## src/rtl/hex_scan_pkg.sv

```systemverilog
// Shared types and constants for the multiplexed 4-digit seven-segment scanner.
package hex_scan_pkg;

  localparam int unsigned SEG_W   = 7;
  localparam int unsigned DIG_W   = 4;
  localparam int unsigned IDX_W   = 2;
  localparam int unsigned NUM_DIG = 4;

  typedef enum logic [1:0] {
    OFF,
    BLANK,
    DRIVE
  } scan_state_e;

  localparam logic [SEG_W-1:0] SEG_BLANK = 7'b111_1111;
  localparam logic [DIG_W-1:0] DIG_NONE  = 4'b1111;

  typedef logic [SEG_W-1:0] seg_t;

  typedef struct packed {
    seg_t             seg;
    logic [DIG_W-1:0] dig;
    logic             frame_tick;
  } scan_out_t;

  // Active-low one-hot digit select for digit i.
  function automatic logic [DIG_W-1:0] dig_select(input logic [IDX_W-1:0] i);
    return ~(DIG_W'(1) << i);
  endfunction

endpackage

```

## src/rtl/scan_timer.sv

```systemverilog
// Slot counter and digit index for the scanner; exposes a one-cycle look-ahead
// of the slot position so the top can register its outputs without extra lag.
module scan_timer
  import hex_scan_pkg::*;
#(
  parameter int unsigned SCAN_DIV     = 50000,
  parameter int unsigned BLANK_CYCLES = 1000
) (
  input  logic             clk,
  input  logic             rst,
  input  logic             en,
  output logic             slot_start_c,
  output logic             drive_phase_c,
  output logic             slot_end_c,
  output logic [IDX_W-1:0] idx_c
);

  localparam int unsigned CNT_W = $clog2(SCAN_DIV);

  scan_state_e      state, state_nxt;
  logic [CNT_W-1:0] cnt, cnt_nxt;
  logic [IDX_W-1:0] idx, idx_nxt;

  always_ff @(posedge clk) begin
    if (rst) begin
      state <= BLANK;
      cnt   <= '0;
      idx   <= '0;
    end else begin
      state <= state_nxt;
      cnt   <= cnt_nxt;
      idx   <= idx_nxt;
    end
  end

  // Next slot position; reset and disable dominate so the look-ahead matches the flops.
  always_comb begin
    state_nxt = state;
    cnt_nxt   = cnt;
    idx_nxt   = idx;
    if (rst) begin
      state_nxt = BLANK;
      cnt_nxt   = '0;
      idx_nxt   = '0;
    end else if (!en) begin
      state_nxt = OFF;
      cnt_nxt   = '0;
      idx_nxt   = '0;
    end else begin
      case (state)
        OFF: begin
          state_nxt = BLANK;
          cnt_nxt   = '0;
          idx_nxt   = '0;
        end
        BLANK: begin
          cnt_nxt = cnt + CNT_W'(1);
          if (cnt == CNT_W'(BLANK_CYCLES - 1)) state_nxt = DRIVE;
        end
        DRIVE: begin
          if (cnt == CNT_W'(SCAN_DIV - 1)) begin
            state_nxt = BLANK;
            cnt_nxt   = '0;
            idx_nxt   = idx + IDX_W'(1);
          end else begin
            cnt_nxt = cnt + CNT_W'(1);
          end
        end
        default: begin
          state_nxt = BLANK;
          cnt_nxt   = '0;
          idx_nxt   = '0;
        end
      endcase
    end
  end

  assign slot_start_c  = (state_nxt == BLANK) && (cnt_nxt == '0);
  assign drive_phase_c = (state_nxt == DRIVE);
  assign slot_end_c    = (state_nxt == DRIVE) && (cnt_nxt == CNT_W'(SCAN_DIV - 1));
  assign idx_c         = idx_nxt;

endmodule

```

## src/rtl/hex_display_scanner.sv

```systemverilog
// Time-multiplexes four active-low seven-segment patterns onto a shared bus,
// with dead time per slot and a frame-coherent snapshot of the inputs.
module hex_display_scanner
  import hex_scan_pkg::*;
#(
  parameter int unsigned SCAN_DIV     = 50000,
  parameter int unsigned BLANK_CYCLES = 1000
) (
  input  logic             CLOCK_50,
  input  logic             RESET,
  input  logic             EN,
  input  logic [SEG_W-1:0] HEX0,
  input  logic [SEG_W-1:0] HEX1,
  input  logic [SEG_W-1:0] HEX2,
  input  logic [SEG_W-1:0] HEX3,
  output logic [SEG_W-1:0] SEG,
  output logic [DIG_W-1:0] DIG,
  output logic             FRAME_TICK
);

  logic             slot_start_c, drive_phase_c, slot_end_c;
  logic [IDX_W-1:0] idx_c;

  seg_t [NUM_DIG-1:0] hex_in, snap, snap_d;
  logic               snap_now;
  scan_out_t          out_d, out_q;

  scan_timer #(
    .SCAN_DIV    (SCAN_DIV),
    .BLANK_CYCLES(BLANK_CYCLES)
  ) u_timer (
    .clk          (CLOCK_50),
    .rst          (RESET),
    .en           (EN),
    .slot_start_c (slot_start_c),
    .drive_phase_c(drive_phase_c),
    .slot_end_c   (slot_end_c),
    .idx_c        (idx_c)
  );

  assign hex_in = {HEX3, HEX2, HEX1, HEX0};

  // Output decode for the coming cycle; snap_d lets a same-edge snapshot be displayed.
  always_comb begin
    snap_d = snap;
    if (snap_now) snap_d = hex_in;
    out_d = '{seg: SEG_BLANK, dig: DIG_NONE, frame_tick: 1'b0};
    if (drive_phase_c) begin
      out_d.seg        = snap_d[idx_c];
      out_d.dig        = dig_select(idx_c);
      out_d.frame_tick = slot_end_c && (idx_c == IDX_W'(NUM_DIG - 1));
    end
  end

  // snap_now marks the cycle with cnt=0, idx=0 (the frame's only snapshot cycle).
  always_ff @(posedge CLOCK_50) begin
    if (RESET) begin
      snap     <= {NUM_DIG{SEG_BLANK}};
      snap_now <= 1'b1;
      out_q    <= '{seg: SEG_BLANK, dig: DIG_NONE, frame_tick: 1'b0};
    end else begin
      snap     <= snap_d;
      snap_now <= slot_start_c && (idx_c == '0);
      out_q    <= out_d;
    end
  end

  assign SEG        = out_q.seg;
  assign DIG        = out_q.dig;
  assign FRAME_TICK = out_q.frame_tick;

endmodule

```

## config.mk

```make
export PLATFORM = sky130hd
export DESIGN_NAME = hex_display_scanner
export DESIGN_NICKNAME = d
export VERILOG_FILES = /design/src/rtl/hex_scan_pkg.sv /design/src/rtl/scan_timer.sv /design/src/rtl/hex_display_scanner.sv
export SDC_FILE = /design/constraint.sdc
export NUM_CORES = 1
export LEC_CHECK = 0
export CAP_MARGIN = 20
export CORE_MARGIN = 2
export CORE_UTILIZATION = 58
export DETAILED_ROUTE_END_ITERATION = 12
export PLACE_DENSITY = 0.84
export SLEW_MARGIN = 20
export SYNTH_ARGS = -nofsm -noshare
export SYNTH_HDL_FRONTEND = slang
export SYNTH_SLANG_ARGS = --single-unit
export TNS_END_PERCENT = 5
```

## constraint.sdc

```tcl
create_clock -name CLOCK_50 -period 4.1 [get_ports CLOCK_50]
set_clock_uncertainty 0.2 [all_clocks]
set_input_delay 0.615 -clock CLOCK_50 [delete_from_list [all_inputs] [get_ports CLOCK_50]]
set_output_delay 0.615 -clock CLOCK_50 [all_outputs]
set_load 0.02 [all_outputs]
```

Word level (Yosys, flattened, before mapping)
Index checks and enable logic that the tools add are counted.
{ "op_classes": {"n_bitwise": 2, "eq_ne": 8, "mux": 16, "n_shift": 1, "magnitude_cmp": 1, "reduce_logical": 7, "addsub": 2} }
{ "ops": {"columns": ["op", "n"], "rows": [
  ["16-bit two-way mux", 3],
  ["16-bit equality test (second input constant)", 2],
  ["16-bit one-hot mux with 2 select lines", 1],
  ["28-bit two-way mux", 1],
  ["16-bit by 1-bit adder with 16-bit output (second input constant)", 1],
  ["16-bit by 10-bit equality test with 1-bit output (second input constant)", 1],
  ["16-bit zero test", 1],
  ["7-bit binary-select mux with 2-bit select", 1],
  ["2-bit two-way mux", 7],
  ["2-bit one-hot mux with 2 select lines", 2],
  ["7-bit two-way mux", 1],
  ["2-bit equality test (second input constant)", 3],
  ["2-bit by 1-bit equality test with 1-bit output (second input constant)", 2],
  ["1-bit logical AND", 4],
  ["4-bit NOT", 1],
  ["1-bit by 2-bit left shift with 4-bit output (first input constant)", 1],
  ["2-bit by 3-bit less-than comparator with 1-bit output (second input constant)", 1],
  ["2-bit by 1-bit adder with 2-bit output (second input constant)", 1],
  ["2-bit zero test", 1],
  ["2-bit OR reduction", 1],
  ["1-bit NOT", 1]
]} }
{ "word_totals": {"word_cells": 48, "output_inout_bits": 12, "input_bits": 31, "register_bits": 61} }

Logic depth before layout (Yosys ltp)
{ "depth": {"depth_word": 8, "depth_mapped": 9, "mapped_depth_nobuf": 8} }

Hierarchy
Synthesis repeated with hierarchy kept, for this count alone.
{ "hier_totals": {"hier_cells": 289, "hier_area_um2": 2718.9} }
{ "modules_own_cells": {"columns": ["mod", "area_each_um2", "seq_area_each_um2", "cells_per_inst", "n_inst"], "rows": [
  ["hex_display_scanner", 1567.8, 820.8, 145, 1],
  ["scan_timer", 1151.1, 400.4, 144, 1]
]} }

Least setup slack after synthesis
OpenSTA, ideal clock, no wires.
{ "synth_timing": {"path_type": "register to register", "from": "reg u_timer.cnt[0]", "to": "reg out_q (netlist bit DIG[1])", "setup_time_ns": 0.127, "n_path_buf": 0, "period_less_slack_ns": 2.601, "path_slack_ns": 1.499, "required_ns": 3.773, "stages_incl_launch_ff": 8, "arrival_time_ns": 2.274, "cell_sequence": "dfxtp_1 ha_1 nand3_1 nor4_2 nand2_1 xor2_1 a2111o_1 or3_1"} }
{ "synth_between": {"elab_chain_cells": 8, "elab_cells_between_ends": 16, "cone_classes": "eq/ne (3); shift (1); mux (9); bitwise (2); reduce/logical (1)"} }
{ "synth_lines": {"columns": ["element", "line", "source"], "rows": [
  ["from (decl)", "scan_timer.sv:21", "logic [CNT_W-1:0] cnt, cnt_nxt;"],
  ["from (signal assigned)", "scan_timer.sv:31", "cnt <= cnt_nxt;"],
  ["16-bit equality test / 16-bit by 10-bit equality test with 1-bit output (equally long branches)", "scan_timer.sv:61, scan_timer.sv:58", null],
  ["2-bit two-way mux, on equally long branches", "scan_timer.sv:61, scan_timer.sv:58", null],
  ["2-bit one-hot mux with 2 select lines", "scan_timer.sv:50", "case (state)"],
  ["2-bit two-way mux", "scan_timer.sv:45", "end else if (!en) begin"],
  ["2-bit two-way mux", "scan_timer.sv:41", "if (rst) begin"],
  ["2-bit equality test", "scan_timer.sv:79", "assign drive_phase_c = (state_nxt == DRIVE);"],
  ["1-bit NOT (no line)", null, null],
  ["2-bit OR reduction (no line)", null, null],
  ["to (signal assigned)", "hex_display_scanner.sv:60", "out_q <= '{seg: SEG_BLANK, dig: DIG_NONE, frame_tick: 1'b0};"],
  ["to (signal assigned)", "hex_display_scanner.sv:64", "out_q <= out_d;"],
  ["to (decl)", "hex_display_scanner.sv:26", "scan_out_t out_d, out_q;"]
]} }
Several ways; a longest one is shown, not always the timed one.
A chain may end at the register's enable or synchronous reset.

Worst setup path after layout
{ "layout_timing": {"from": "reg u_timer.cnt[0]", "to": "reg out_q (netlist bit FRAME_TICK)"} }
{ "layout_between": {"elab_chain_cells": 8, "elab_cells_between_ends": 23, "cone_classes": "add/sub (1); eq/ne (5); mux (13); bitwise (1); reduce/logical (3)"} }
{ "layout_lines": {"columns": ["element", "line", "source"], "rows": [
  ["16-bit by 1-bit adder with 16-bit output (tied with other cells)", "scan_timer.sv:57, scan_timer.sv:66", null],
  ["16-bit two-way mux (tied with other cells)", "scan_timer.sv:61", "if (cnt == CNT_W'(SCAN_DIV - 1)) begin"],
  ["16-bit one-hot mux with 2 select lines / 2-bit one-hot mux with 2 select lines (equally long branches)", "scan_timer.sv:50", null],
  ["16-bit two-way mux / 2-bit two-way mux (equally long branches)", "scan_timer.sv:45", null],
  ["16-bit two-way mux / 2-bit two-way mux (equally long branches)", "scan_timer.sv:41", null],
  ["16-bit equality test / 2-bit equality test (equally long branches)", "scan_timer.sv:80, scan_timer.sv:79", null],
  ["1-bit logical AND / 1-bit NOT (equally long branches)", null, null],
  ["1-bit logical AND / 2-bit OR reduction (equally long branches)", null, null]
]} }
Several ways; a longest one is shown, not always the timed one.

==> impl_metrics.tcl <==
set metrics [dict create \
    drt_iter0_drc 159 \
    postCtsSetupBuffers 0 \
    clk_latency_ns 0.34 \
    num_rows 26 \
    portBuffers 42 \
    design.die.area_sq_um 5740 \
    coreArea_sq_um 5040 \
    grt_max_degree 23 \
    timing.setup.tns_ns 0 \
    cts_tree "yes" \
    p_leak_nw 1.31 \
    synth.area.top_cells "dfxtp_1 (41%), mux2i_1 (7.0%), nand2b_1 (4.8%)" \
    synth_warnings 0 \
    n_fill_cell 368 \
    timing.final.crit_share_pct 77.1 \
    start_kind "flip-flop" \
    antenna_found_initial 0 \
    grt.total_usage_pct 25.8 \
    ctsResizeCount 0 \
    synth-seq-area-share_pct 40.9 \
    synth_area_sq_um 2990 \
    min_to "u_timer.cnt[0]$_SDFF_PP0_" \
    drc 0 \
    ys_types 52 \
    seq_area_sq_um 1220 \
    cpMaxStageDelayCell "o211ai_1" \
    ant_nets 0 \
    cts-root-buf "clkbuf_8" \
    post-synth-top-count-cell "dfxtp_1" \
    via_count 2533 \
    ir_drop_mv 0.234 \
    crit_family "simple AND/OR/NAND/NOR gates" \
    rr_worst_depth 7 \
    avgSynthCellArea_sq_um 8.94 \
    arrival_ns 3.20 \
    place_hpwl_mm 4.94 \
    clock_sinks 61 \
    synth_edf_count 0 \
    grt_first_pass_wirelength_mm 11.0 \
    h-tree-depth 3 \
    setup_viol 0 \
    post_drt_wl_per_cell_microns 16.0 \
    hp-start "u_timer.cnt[0]$_SDFF_PP0_" \
    slew_headroom_pct 46.0 \
    fin_nets 403 \
    rsz0062_at_grt "no" \
    place_congestion 0.872 \
    via_per_inst 5.70 \
    slowest_delay_ns 0.69 \
    chipWidth_microns 75.8 \
    status "completed" \
    hold_class "flip-flop to flip-flop" \
    first_pass_iters 5 \
    critPathLaunch "u_timer.cnt[0]$_SDFF_PP0_" \
    cts-buffers-inserted 9 \
    drv_cap 0 \
    crit_chain "ha_1 -> nand3_1 -> nor4_2 -> a21boi_0 -> o211ai_1 -> nor2_1 -> and4_1" \
    endpoint_kind "flip-flop" \
    pin_count 43 \
    power_density_nw_per_um2 368 \
    syn_nets 368 \
    holdBufCountCts 0 \
    hold_viol 0 \
    netlist_instances 334 \
    fin_crit_ns 3.16 \
    critical_path_required_ns 4.14 \
    cts_buffer_depth 2 \
    wl_mm 7.09 \
    synth-main-ff-cell "dfxtp_1" \
    final_util_pct 72.2 \
    overflow 0 \
    worstReg2RegStart "u_timer.cnt[0]$_SDFF_PP0_" \
    max_freq_mhz 316 \
    reg2reg_to "FRAME_TICK$_SDFF_PP0_" \
    die_h_microns 75.8 \
    area_growth_syn_to_layout_pct 22.0 \
    antenna_cells 0 \
    crit_type "flip-flop to flip-flop" \
    drive_above_1_share_pct 6.68 \
    r2r_slack_ns 0.94 \
    hold_depth 1 \
    drv_slew 0 \
    synthTopCellsByCount "dfxtp_1 (61), nor2_1 (26), nand2b_1 (23), mux2i_1 (21), nand2_1 (16)" \
    max_slew.worst_pin.slew_ns 0.804 \
    grt_pass1_vias 2320 \
    crit_buf_inv 0 \
    synthArstFlopShare_pct 0 \
    start_util_pct 59.2 \
    multiInputGateArea_sq_um 1640 \
    path_clk_slew_ns 0.07 \
    cp_max_fo 10 \
    yosys.area.top_type "dfxtp_1" \
    ys_ff_latch 61 \
    synth_top_area_share_pct 40.9 \
]
-- flip-flops by register name, summed over array words and instances (netlist names) --
register       count
DIG                4
FRAME_TICK         1
SEG                7
snap              28
snap_now           1
u_timer.cnt       16
u_timer.idx        2
u_timer.state      2
-- worst max path at each step --
stage	to	cells after the start
floorplan	DIG[1]$_SDFF_PP1_	7
global placement	SEG[1]$_SDFF_PP1_	7
finish	FRAME_TICK$_SDFF_PP0_	7
detailed placement	SEG[6]$_SDFF_PP1_	7
CTS	FRAME_TICK$_SDFF_PP0_	7
global route	FRAME_TICK$_SDFF_PP0_	7
-- cell type report --
| class | count | share of cell area, % |
|---|---|---|
| Clock buffer | 10 | 3.50 |
| Sequential cell | 61 | 33.5 |
| Timing Repair Buffer | 46 | 12.4 |
| Tap cell | 70 | 2.40 |
| Clock inverter | 6 | 2.37 |
| Multi-Input combinational cell | 244 | 45.1 |
| Inverter | 7 | 0.721 |
-- logic make-up after synthesis --
kind of cell             Yosys count  synth area share, %
XOR/XNOR                          19                 5.57
adder cells (fa/ha/maj)            3                 1.26
multiplexers                      21                 7.04
AO/OA/AOI/OAI                     56                 12.9
flip-flops                        61                 40.9
buffers and inverters             29                 4.11
AND/OR/NAND/NOR                  145                 28.3
-- worst register-to-register path: stages, from the launching register on --
cell	delay, ns
dfxtp_1	0.39
ha_1	0.26
nand3_1	0.20
nor4_2	0.58
a21boi_0	0.26
o211ai_1	0.69
nor2_1	0.26
and4_1	0.22
-- power breakdown --
group / switching, mW / internal, mW
clock network: 0.238 / 0.342
registers: 0.00739 / 0.617
logic: 0.0683 / 0.0689
total: 0.314 / 1.03
-- placed cells by master (no fill, tap or decap), types with 3 or more instances in the layout --
cell type / count
clkdlybuf4s50_1: 42
nand3b_1: 3
ha_1: 3
nand3_1: 7
nand4_1: 5
nor4_1: 11
mux2i_1: 21
buf_4: 4
inv_1: 7
nand2b_1: 23
or3_1: 9
xor2_1: 4
nor3_1: 13
nor2_1: 26
nand2_1: 16
a211oi_1: 7
nor2b_1: 9
a21oi_1: 8
clkbuf_8: 9
dfxtp_1: 61
or4_1: 3
o211ai_1: 9
and2_1: 7
xnor2_1: 15
o21ai_0: 12
-- stage by stage --
step | power, mW | std cells | hold slack (ns) | worst slack, ns | area, sq um
floorplan | 0.718 | 334 | 0.233 | 1.50 | 2990
global placement | 0.768 | 428 | 0.259 | 0.877 | 3430
detailed placement | 0.771 | 428 | 0.264 | 0.723 | 3430
CTS | 1.35 | 444 | 0.281 | 0.990 | 3640
global route | 1.38 | 444 | 0.308 | 0.705 | 3640
finish | 1.34 | 444 | 0.278 | 0.937 | 3640
-- per-layer routing --
layer | routed length [microns] | vias to the layer above | part of all wire (%) | global-route usage, %
li1 | - | 1261 | - | -
met1 | 3100 | 1176 | 44 | 31.4
met2 | 3490 | 85 | 49 | 43.5
met3 | 376 | 11 | 5.3 | 6.22
met4 | 126 | 0 | 1.8 | 10.9
met5 | 0 | - | 0 | 0
Power figures use the tool's default switching activity.
==> variant 1 (same flow settings) <==
The package constant `IDX_W` goes from 2 to 1.
--- a/src/rtl/hex_scan_pkg.sv
+++ b/src/rtl/hex_scan_pkg.sv
@@ -5,3 +5,3 @@
   localparam int unsigned DIG_W   = 4;
-  localparam int unsigned IDX_W   = 2;
+  localparam int unsigned IDX_W   = 1;
   localparam int unsigned NUM_DIG = 4;
Behaviour: same outputs for any inputs over 10 cycles, from zero or initial values and one cycle with RESET high; that may be too few to reach the edited logic, so the function may still have changed.
==> variant 1 against the original RTL <==
  * Power shrank 35%
  * Synthesized area is 29% lower
  * Non-clock buffer count shrank 18
  * Synthesized cell count decreased by 33%
  * Die area down 27%
  * Cell area is 32% lower
  * Fmax up 6.2%
  * Worst setup slack improved by 0.19 ns
  * Sequential power is 27% lower
  * Sequential cell count decreased by 17
  * Routed wire length fell by 45%
==> variant 1: results (changes against the original RTL) <==
metric	value	unit	change
status	complete, no violations		
critical-path maximum fanout	21		+11
# fillers	268		-27%
Starting DRT DRC Count	56		-65%
WHS Endpoint	snap[4]$_SDFF_PP1_		
Reg2Reg Setup Slack	1.12	ns	+0.19 ns
first-pass GRT wire length	6.84	mm	-38%
met1 usage	25.3	%	-6.1 points
hpwl dp	2.84	mm	-43%
register area share after synthesis	41.4	%	+0.52 points
PortBufs	26		-38%
overall routing resource usage	21.3	%	-4.5 points
peak supply drop	0.000248	V	+6.1%
crit path DAT	3.02	ns	-0.18 ns
layout cells sized above 1	10.6	%	+3.9 points
Worst Hold Launch	snap[4]$_SDFF_PP1_		
mux contribution to synthesized area	10.3	%	+3.3 points
register area	881	um^2	-28%
pin count of the biggest net entering global routing	22		-4.3%
Metal-1 WL	1.70	mm	-45%
Final Non-Filler Cells	293		-34%
Leakage Power	0.911	nW	-30%
DR WL met2	1.93	mm	-45%
Psw	0.185	mW	-41%
Worst R2R End	SEG[1]$_SDFF_PP1_		
Reg with most FFs	u_timer.cnt		
post-synthesis xor/xnor area fraction	7.41	%	+1.8 points
vias	1617		-36%
Layout Nets	278		-31%
worst setup path endpoint	SEG[1]$_SDFF_PP1_		
GPL Wtd Cong	0.940		+7.8%
H-tree depth	2		-1
CTS sink count	44		-28%
worst r2r path cells	8		+1
multi-input gate share of the layout cell area	45.5	%	+0.38 points
-- variant 1: changes by cell type after synthesis, sizes merged, moves of 6 or more --
cell,before,now
and2,7,0
nor2b,9,3
o211ai,9,2
mux2i,21,14
o21ai,14,1
clkbuf,13,4
mux2,0,7
nor4,14,6
or3,10,1
nand2b,23,16
dfxtp,61,44
a211oi,7,0
-- variant 1: cells by family (layout without fill, tap and decap cells) --
group / count (synthesis) / in the layout
AOI/OAI and AO/OA: 18 / 18
xor gates and xnor gates: 18 / 18
adders and majority gates: 3 / 3
buffers and inverters: 21 / 40
DFF: 44 / 44
muxes: 21 / 21
other: 1 / 2
and+or+nand+nor: 99 / 99
-- variant 1: critical path: stages, from the launching register on --
cell       delay, ns
dfxtp_1         0.44
ha_1            0.36
and3_4          0.26
and4_4          0.25
o32a_2          0.43
a2bb2oi_1       0.35
buf_4           0.24
mux2_2          0.34
nand2_1         0.06
==> variant 2 (same settings) <==
Made on the original files. Register the inputs `EN`, `HEX0`, `HEX1`, `HEX2` and `HEX3` before use, without a reset. The logic sees them one clock later.
--- a/src/rtl/hex_display_scanner.sv
+++ b/src/rtl/hex_display_scanner.sv
@@ -20,2 +20,16 @@
 
+  logic EN_q;
+  logic [SEG_W-1:0] HEX0_q;
+  logic [SEG_W-1:0] HEX1_q;
+  logic [SEG_W-1:0] HEX2_q;
+  logic [SEG_W-1:0] HEX3_q;
+
+  always_ff @(posedge CLOCK_50) begin
+    EN_q   <= EN;
+    HEX0_q <= HEX0;
+    HEX1_q <= HEX1;
+    HEX2_q <= HEX2;
+    HEX3_q <= HEX3;
+  end
+
   logic             slot_start_c, drive_phase_c, slot_end_c;
@@ -33,3 +47,3 @@
     .rst          (RESET),
-    .en           (EN),
+    .en           (EN_q),
     .slot_start_c (slot_start_c),
@@ -40,3 +54,3 @@
 
-  assign hex_in = {HEX3, HEX2, HEX1, HEX0};
+  assign hex_in = {HEX3_q, HEX2_q, HEX1_q, HEX0_q};
 
Behaviour: same outputs for any inputs over 10 cycles, from zero or initial values and one cycle with RESET high; that may be too few to reach the edited logic, so the function may still have changed.
==> variant 2 against the original RTL <==
  * Fmax rose by 0.64%
  * Global-route usage fell by 4.3 points
  * Synthesized area rose by 18%
  * Cell count fell by 1.6%
  * Worst setup slack improved by 0.020 ns
  * Sequential cell count rose by 29
  * Non-clock buffer count fell by 1
  * Power rose by 32%
  * Cell area rose by 16%
  * Routed wire length fell by 3.7%
  * Highest routed layer unchanged
==> variant 2: results (changes against the original RTL) <==
metric	value	unit	change
NonClk Buf Share	10.5	%	-1.9 points
Metal-1 WL	3.06	mm	-1.3%
#MultiIn Comb	206		-16%
GPL Wtd Cong	0.853		-2.2%
Cells after Synth	321		-3.9%
overall routing resource usage	21.5	%	-4.3 points
crit path DAT	3.18	ns	-0.02 ns
met2 Use GR	35.5	%	-8.0 points
final period utilization	76.6	%	-0.49 points
Fin Hold WS	0.276	ns	-0.00140 ns
vias in the first global route	2360		+1.7%
mux contribution to synthesized area	9.03	%	+2.0 points
crit-path max cell delay	0.45	ns	-0.24 ns
Tightest Pin Transition	0.806	ns	+0.00195 ns
Reg2Reg Setup Slack	0.96	ns	+0.02 ns
Non-clk bufs	45		-2.2%
H-tree depth	3		unchanged
metal3 WL	363	um	-3.5%
syn nets	355		-3.5%
Post-Synth Adder-Cell Area	1.06	%	-0.19 points
post-synthesis xor/xnor area fraction	4.22	%	-1.4 points
Synth cell types	52		unchanged
register area	1800	um^2	+48%
peak supply drop	0.000383	V	+64%
register area share after synthesis	51.0	%	+10 points
critical-path maximum fanout	13		+3
hpwl dp	4.75	mm	-3.9%
met3 GRT Util	7.14	%	+0.93 points
vias	2485		-1.9%
pwr/cell area	418	nW/um^2	+14%
layout cells sized above 1	14.1	%	+7.4 points
Inst Count DP	421		-1.6%
multi-input gate share of the layout cell area	38.6	%	-6.5 points
Well Taps	75		+7.1%
most instantiated cells after synthesis	dfxtp_1 (90), nor2_1 (20), a211o_1 (18), nor2b_1 (18), clkbuf_1 (14)		
inverter count	5		-2
Clock Network Area Fraction	5.48	%	-0.39 points
Layout Nets	391		-3.0%
Reg clk slew, reported paths	0.10	ns	+0.03 ns
Synth Area in Compound Gates	11.5	%	-1.3 points
synth warn	0		unchanged
placed cell areas	3990	um^2	+16%
status	complete, no violations		
met1 usage	27.0	%	-4.4 points
DR WL met2	3.36	mm	-3.5%
pin count of the biggest net entering global routing	36		+57%
Area contributors post-synth	dfxtp_1 (51%), mux4_2 (5.7%), a211o_1 (4.5%)		
average wire per standard cell	15.6	um	-2.1%
CP max stage cell	nor4_4		
vias per cell	5.69		-0.32%
Leakage Power	1.54	nW	+18%
# fillers	429		+17%
Yosys reg bits	90		+48%
Starting DRT DRC Count	111		-30%
Setup Slack @ Placement	0.684	ns	-0.0394 ns
-- variant 2: changes by cell type after synthesis, sizes merged, moves of 12 or more --
cell / unedited run / this run
a211o: 1 / 18
nand2b: 23 / 11
mux2i: 21 / 6
dfxtp: 61 / 90
-- variant 2: worst paths after layout --
path                            cells after the start                      start                  to
worst max-delay path                                7  u_timer.cnt[0]$_SDFF_PP0_   SEG[0]$_SDFF_PP1_
worst min-delay path                                1          HEX0_q[5]$_DFF_P_  snap[5]$_SDFF_PP1_
worst max register to register                      7  u_timer.cnt[0]$_SDFF_PP0_   SEG[0]$_SDFF_PP1_
worst min register to register                      1          HEX0_q[5]$_DFF_P_  snap[5]$_SDFF_PP1_
-- variant 2: power by group --
group | switching, mW | internal (mW) | total (mW)
registers | 0.0313 | 0.917 | 0.948
clock network | 0.325 | 0.357 | 0.682
logic | 0.0467 | 0.0880 | 0.135
